[src/rtl/hpb_wr_master.sv]
// Host-programming write channel initiator: buffers host writes in a small FIFO and
// replays each one as a held request to the RAM controller, with timeout recovery.
module hpb_wr_master #(
    parameter int ADDR_WIDTH     = 14,
    parameter int DATA_WIDTH     = 64,
    parameter int FIFO_DEPTH     = 4,
    parameter int TIMEOUT_CYCLES = 1024,
    parameter int CNT_WIDTH      = 16,
    localparam int BE_WIDTH      = DATA_WIDTH / 8
) (
    input  logic                  clk,
    input  logic                  reset_n,
    input  logic                  host_wr_valid,
    output logic                  host_wr_ready,
    input  logic [ADDR_WIDTH-1:0] host_wr_addr,
    input  logic [DATA_WIDTH-1:0] host_wr_data,
    input  logic [BE_WIDTH-1:0]   host_wr_be,
    output logic                  hpb_wr_req,
    output logic [ADDR_WIDTH-1:0] hpb_wr_addr,
    output logic [DATA_WIDTH-1:0] hpb_wr_data,
    output logic [BE_WIDTH-1:0]   hpb_wr_byte_en,
    input  logic                  rcb_wr_done,
    input  logic                  err_clr,
    output logic                  timeout_err,
    output logic                  protocol_err,
    output logic [CNT_WIDTH-1:0]  wr_cnt,
    output logic [CNT_WIDTH-1:0]  drop_cnt,
    output logic                  busy
);

    localparam int PTR_W = $clog2(FIFO_DEPTH);
    localparam int TMO_W = (TIMEOUT_CYCLES > 1) ? $clog2(TIMEOUT_CYCLES) : 1;
    localparam logic [TMO_W-1:0] TMO_LAST = TMO_W'(TIMEOUT_CYCLES - 1);
    localparam logic [PTR_W:0]   FULL_CNT = (PTR_W + 1)'(FIFO_DEPTH);

    typedef enum logic [1:0] {
        IDLE,
        REQ,
        RELEASE
    } state_t;

    state_t state, next_state;

    logic [ADDR_WIDTH-1:0] fifo_addr [FIFO_DEPTH];
    logic [DATA_WIDTH-1:0] fifo_data [FIFO_DEPTH];
    logic [BE_WIDTH-1:0]   fifo_be   [FIFO_DEPTH];
    logic [PTR_W-1:0]      wr_ptr, rd_ptr;
    logic [PTR_W:0]        fifo_count;
    logic                  fifo_empty, fifo_full, push;

    logic             load, done_ok, expire, stray_done;
    logic [TMO_W-1:0] tmo_cnt;

    assign fifo_empty    = (fifo_count == '0);
    assign fifo_full     = (fifo_count == FULL_CNT);
    assign host_wr_ready = !fifo_full;
    assign push          = host_wr_valid && !fifo_full;
    assign busy          = !fifo_empty || (state != IDLE);

    always_ff @(posedge clk) begin
        if (push) begin
            fifo_addr[wr_ptr] <= host_wr_addr;
            fifo_data[wr_ptr] <= host_wr_data;
            fifo_be[wr_ptr]   <= host_wr_be;
        end
    end

    // Power-of-two depth lets the pointers wrap naturally.
    always_ff @(posedge clk) begin
        if (!reset_n) begin
            wr_ptr     <= '0;
            rd_ptr     <= '0;
            fifo_count <= '0;
        end else begin
            if (push) wr_ptr <= wr_ptr + 1'b1;
            if (load) rd_ptr <= rd_ptr + 1'b1;
            case ({push, load})
                2'b10:   fifo_count <= fifo_count + 1'b1;
                2'b01:   fifo_count <= fifo_count - 1'b1;
                default: fifo_count <= fifo_count;
            endcase
        end
    end

    always_ff @(posedge clk) begin
        if (!reset_n) state <= IDLE;
        else          state <= next_state;
    end

    // Done takes priority over an expiring timeout in the same cycle.
    always_comb begin
        next_state = state;
        load       = 1'b0;
        done_ok    = 1'b0;
        expire     = 1'b0;
        stray_done = rcb_wr_done && (state != REQ);
        case (state)
            IDLE: begin
                if (!fifo_empty) begin
                    load       = 1'b1;
                    next_state = REQ;
                end
            end
            REQ: begin
                if (rcb_wr_done) begin
                    done_ok    = 1'b1;
                    next_state = RELEASE;
                end else if (tmo_cnt == TMO_LAST) begin
                    expire     = 1'b1;
                    next_state = RELEASE;
                end
            end
            RELEASE: begin
                if (!fifo_empty) begin
                    load       = 1'b1;
                    next_state = REQ;
                end else begin
                    next_state = IDLE;
                end
            end
            default: next_state = IDLE;
        endcase
    end

    // Request payload only changes on a load so it stays stable while req is held.
    always_ff @(posedge clk) begin
        if (!reset_n) begin
            hpb_wr_req     <= 1'b0;
            hpb_wr_addr    <= '0;
            hpb_wr_data    <= '0;
            hpb_wr_byte_en <= '0;
            tmo_cnt        <= '0;
            wr_cnt         <= '0;
            drop_cnt       <= '0;
            timeout_err    <= 1'b0;
            protocol_err   <= 1'b0;
        end else begin
            hpb_wr_req <= (next_state == REQ);
            if (load) begin
                hpb_wr_addr    <= fifo_addr[rd_ptr];
                hpb_wr_data    <= fifo_data[rd_ptr];
                hpb_wr_byte_en <= fifo_be[rd_ptr];
                tmo_cnt        <= '0;
            end else if (state == REQ && next_state == REQ) begin
                tmo_cnt <= tmo_cnt + 1'b1;
            end
            if (done_ok) wr_cnt   <= wr_cnt + 1'b1;
            if (expire)  drop_cnt <= drop_cnt + 1'b1;
            if (expire)       timeout_err <= 1'b1;
            else if (err_clr) timeout_err <= 1'b0;
            if (stray_done)   protocol_err <= 1'b1;
            else if (err_clr) protocol_err <= 1'b0;
        end
    end

endmodule

[config.mk]
export PLATFORM = sky130hd
export DESIGN_NAME = hpb_wr_master
export DESIGN_NICKNAME = d
export VERILOG_FILES = /design/src/rtl/hpb_wr_master.sv
export SDC_FILE = /design/constraint.sdc
export NUM_CORES = 1
export LEC_CHECK = 0
export CORE_ASPECT_RATIO = 0.7
export CORE_MARGIN = 10
export CORE_UTILIZATION = 55
export CTS_BUF_LIST = sky130_fd_sc_hd__clkbuf_8
export DETAILED_ROUTE_END_ITERATION = 10
export DONT_BUFFER_PORTS = 1
export GPL_TIMING_DRIVEN = 0
export PLACE_DENSITY_LB_ADDON = 0.3
export SETUP_SLACK_MARGIN = 0.02
export SLEW_MARGIN = 20
export SYNTH_ARGS = -nofsm -noshare
export SYNTH_HDL_FRONTEND = slang
export SYNTH_SLANG_ARGS = --single-unit
[constraint.sdc]
create_clock -name clk -period 3.05 [get_ports clk]
set_input_delay 0.305 -clock clk [delete_from_list [all_inputs] [get_ports clk]]
set_output_delay 0.305 -clock clk [all_outputs]
set_load 0.02 [all_outputs]
==> results <==
- The worst slack at placement is -0.2350 ns.
- In the final timing run, aggregate negative setup slack is 0 ns.
- After detailed routing, the wire length on met1 is 16.35 mm.
- The kind of end point of the critical path is a flop.
- The library cells used most frequently in the layout, excluding fill and tap cells, are sky130_fd_sc_hd__edfxtp_1, sky130_fd_sc_hd__nand2_1, sky130_fd_sc_hd__dfxtp_1.
- After layout, the design draws a total of ~18 mW.
- For this run, asynchronously set or reset flops after synthesis account for 0%.
- The height of the die is between 150 and 200 microns.
- The type of the tightest min-delay check is input pin to flop.
- The number of enable-type register cells in the synthesized netlist is 344.
- The power per cell area is 867.0 nW/um^2.
- The kind of critical path is flop to flop.
- The internal portion of the total power is 12.46 mW.
- Summed over all nets, the switching power comes to approximately 5.7 mW.
- IR analysis of the VDD net gives a maximum drop of 0.5303 mV.
- The count of endpoints failing setup in the final report is 0.
- The sequential fraction of design power is 51.6%.
- For the worst setup path, the data arrival time is 3.27 ns.
- The pre-antenna-repair detailed-routing pass consisted of 5 iterations.
- Setup repair after global routing left no endpoint under its margin.
- After synthesis, the cell types taking the most area are sky130_fd_sc_hd__edfxtp_1, sky130_fd_sc_hd__dfxtp_1, sky130_fd_sc_hd__mux4_2.
- The congestion estimate from routability-driven global placement came to 0.8158.
- Across all register-to-register paths, the minimum setup slack is slightly above 0.3 ns.
- The maximum fanout along the worst path is 16.
- The per-cell via count in the routed design is roughly 5.6.
- The via count of the first global-routing pass is 9,984.
- The worst path required time is ~3.6 ns.
- Dividing the detail-routed wire length by the instance count gives 22.24 microns.
- Counting every net in the synthesized netlist gives ~1,200.
- Global routing used approximately a fifth of the available tracks across all layers.
- After technology mapping, the gate count stands at 1,113.
- The die covers 40,150 sq um.
- The quantity of I/O buffers inserted on ports is 0.
- In the final layout, the share of cells above drive strength 1 is 17.01%.
- The die is 235.3 microns wide.
- Pin placement for this block handled around 210 I/O pins.
- The largest net degree at the start of global routing is 44.
- The starting utilization of the core area is 55.51%.
- In this run the top signal layer used is met5.
- For this run the aggregate overflow at the end of global routing stands at 0.
- The worst clock skew on the final layout is 0.02142 ns.
- The post-detailed-placement half-perimeter wirelength is 24.91 mm.
- The routed design uses 19.27 mm of met2 wire.
- The fraction of power spent switching nets is 31.41%.
- At the end of the flow, the number of nets in the layout was 1,382.
- The run finished with clean final reports.
- The count of cell types in the netlist is 44.
- The first routing iteration left between 700 and 800 violations.
- The most used flip-flop cell after synthesis is sky130_fd_sc_hd__edfxtp_1.
- For this block, the via count after detailed routing is approximately 10,000.
- The count of pins over their slew limit was 0.
- After routing the design area is roughly 21,000 sq um.
- For this run, design rule violations remaining after detail routing come to 0.
- The final count of hold timing violations came to 0.
- The area growth from synthesis to layout is 17.45%.
- The analysis attributes to cell leakage a power of around 7 nW.
- Clock latency on the worst-skew pair, taken at its later pin, is 0.61 ns.
- The actual transition at the worst max-transition pin is roughly 0.7 ns.
- Of the total power, combinational logic draws 19.2%.
- The wire length on met3 is 2.942 mm.
- For the finished layout, the period the worst path requires is between 2 and 3 ns.
- Headroom to the max-slew limit came out at 53.09%.
- The setup slack of the critical path after layout is 0.3085 ns.
- The first-pass GRT wire length is ~60 mm.
- The cell area that synthesis handed to floorplanning was 17,840 sq um.
- The site row count is 55.
- A synthesized cell averages 16.03 sq um.
- The number of register bits inferred by synthesis is just under 500.
- The clock slew seen by the registers of the worst setup and hold paths is 0.06 ns.
- Wires add up to 39.33 mm.
- The clock tree from TritonCTS is yes.
- The max-capacitance violation count is 0.
- The launching element type of the critical path is a flop.
- The total instance count after detailed placement is 1,548.
- The H-tree was split into 3 levels.
- CTS placed an instance of sky130_fd_sc_hd__clkbuf_8 at the clock tree root.
- The cell accounting for the most synthesized area is sky130_fd_sc_hd__edfxtp_1.
- The share of synthesized area in the top cell type comes to around 58%.
- The final critical path takes up 89.88% of the cycle.
- The floorplan step defined a core boundary enclosing between 30,000 and 40,000 sq um.
- The number of standard cells in the layout, taps in and fillers out is 1,769.
- The clock network fraction of design power is approximately 29%.
- The number of antenna violations at the first check in global routing is 3.
- After detailed placement, the total cell area comes to 18,580 sq um.
- Derived from the worst setup path, the maximum achievable clock frequency is around 0.36 GHz.
- TritonCTS created 70 clock buffers.
- The library cell used most frequently in the layout, excluding fill and tap cells, is sky130_fd_sc_hd__edfxtp_1.
- Sequential elements use 73.62% of the synthesized area.
- The Yosys step of the flow raised 0 warnings.
- CTS saw 484 sinks.
- The clock passes through at most 3 buffers.
- The count of nets left with antenna violations once routing finished came out at 0.
- The layout has 2,277 filler cells.
## per-layer routing
layer	global-route usage [%]	up-vias
met5	0	-
met4	5.642	4
met3	6.761	58
met2	31.90	279
met1	24.14	5018
li1	-	4605
## state kept, by name, summed over array words and instances, names as in the netlist
register	cells
fifo_data	256
hpb_wr_data	64
fifo_addr	56
fifo_be	32
drop_cnt	16
wr_cnt	16
hpb_wr_addr	14
tmo_cnt	10
hpb_wr_byte_en	8
fifo_count	3
rd_ptr	2
state	2
wr_ptr	2
hpb_wr_req	1
protocol_err	1
timeout_err	1
## synthesized netlist by cell type, types with 2 or more instances
cell	n
sky130_fd_sc_hd__a21oi_1	114
sky130_fd_sc_hd__a31oi_1	2
sky130_fd_sc_hd__and2_1	4
sky130_fd_sc_hd__and3_1	8
sky130_fd_sc_hd__and4_1	5
sky130_fd_sc_hd__buf_2	18
sky130_fd_sc_hd__buf_4	2
sky130_fd_sc_hd__clkbuf_1	37
sky130_fd_sc_hd__dfxtp_1	140
sky130_fd_sc_hd__edfxtp_1	344
sky130_fd_sc_hd__ha_1	8
sky130_fd_sc_hd__inv_1	9
sky130_fd_sc_hd__mux2i_1	4
sky130_fd_sc_hd__mux4_2	86
sky130_fd_sc_hd__nand2_1	190
sky130_fd_sc_hd__nand2b_1	4
sky130_fd_sc_hd__nand3_1	15
sky130_fd_sc_hd__nand4_1	9
sky130_fd_sc_hd__nor2_1	23
sky130_fd_sc_hd__nor3b_1	2
sky130_fd_sc_hd__o211ai_1	2
sky130_fd_sc_hd__o21ai_0	16
sky130_fd_sc_hd__o311ai_0	3
sky130_fd_sc_hd__o31ai_1	8
sky130_fd_sc_hd__o41ai_1	3
sky130_fd_sc_hd__or3_1	16
sky130_fd_sc_hd__or4_1	9
sky130_fd_sc_hd__xnor2_1	5
sky130_fd_sc_hd__xor2_1	12
## kinds of logic (layout without fill, tap and decap cells)
family	Yosys count	in the layout	synth area share, %
compound gates	150	150	4.552
flops	484	484	73.62
simple gates	295	295	7.638
buf+inv	68	295	1.599
other cells	0	2	0
mux	90	90	11.08
fa+ha+maj	9	9	0.6734
xor+xnor	17	17	0.8347
## stage by stage
| step | hold slack, ns | util [%] |
|---|---|---|
| 6_report | 0.05611 | 65.19 |
| 3_5_place_dp | 0.4041 | 57.80 |
| 5_1_grt | 0.07632 | 65.18 |
| 3_3_place_gp | 0.4041 | 57.19 |
| 2_1_floorplan | 0.4039 | - |
| 4_1_cts | 0.003801 | 65.17 |
## final cells by class
type / instances / area, sq um / area share (%)
clock buffer: 85 / 1170 / 5.584
inverter: 10 / 40.04 / 0.1911
multi-input combinational: 561 / 4441 / 21.19
tap: 427 / 534.3 / 2.550
timing repair buffer: 98 / 1084 / 5.172
buffer: 57 / 246.5 / 1.176
antenna: 2 / 5.005 / 0.02389
clock inverter: 45 / 299.0 / 1.427
sequential: 484 / 13130 / 62.68
## power by group through the flow
stage                     logic (mW)  registers (mW)  clock network [mW]
after floorplan                 2.48            9.25                   0
after global routing            3.91            9.50                5.71
after CTS                       3.56            9.40                5.42
after detailed placement        3.41            9.54                   0
final                           3.49            9.38                5.29
after global placement          3.28            9.54                   0
## final timing paths
path,from,cells after the start,end
max reg2reg,fifo_count[0],9,fifo_count[2]
min reg2reg,tmo_cnt[9],2,tmo_cnt[9]
max,fifo_count[0],9,fifo_count[2]
min,reset_n,2,tmo_cnt[7]
## worst max-delay path: stages (launching register included)
cell	delay (ns)
sky130_fd_sc_hd__dfxtp_1	0.39
sky130_fd_sc_hd__or3_1	0.19
sky130_fd_sc_hd__nand2_1	0.42
sky130_fd_sc_hd__inv_4	0.40
sky130_fd_sc_hd__ha_1	0.25
sky130_fd_sc_hd__inv_1	0.06
sky130_fd_sc_hd__fa_1	0.38
sky130_fd_sc_hd__xor2_1	0.16
sky130_fd_sc_hd__or3_1	0.30
sky130_fd_sc_hd__a21oi_1	0.14
## timing repair
item / 4_1_cts / 5_1_grt
setup buffers: 0 / 0
endpoints found under the hold margin: 354 / 0
endpoints found under the setup margin: 2 / 11
resized for setup: 0 / 4
hold buffers: 90 / 0
Note: power is estimated with default switching activity, not from simulation.
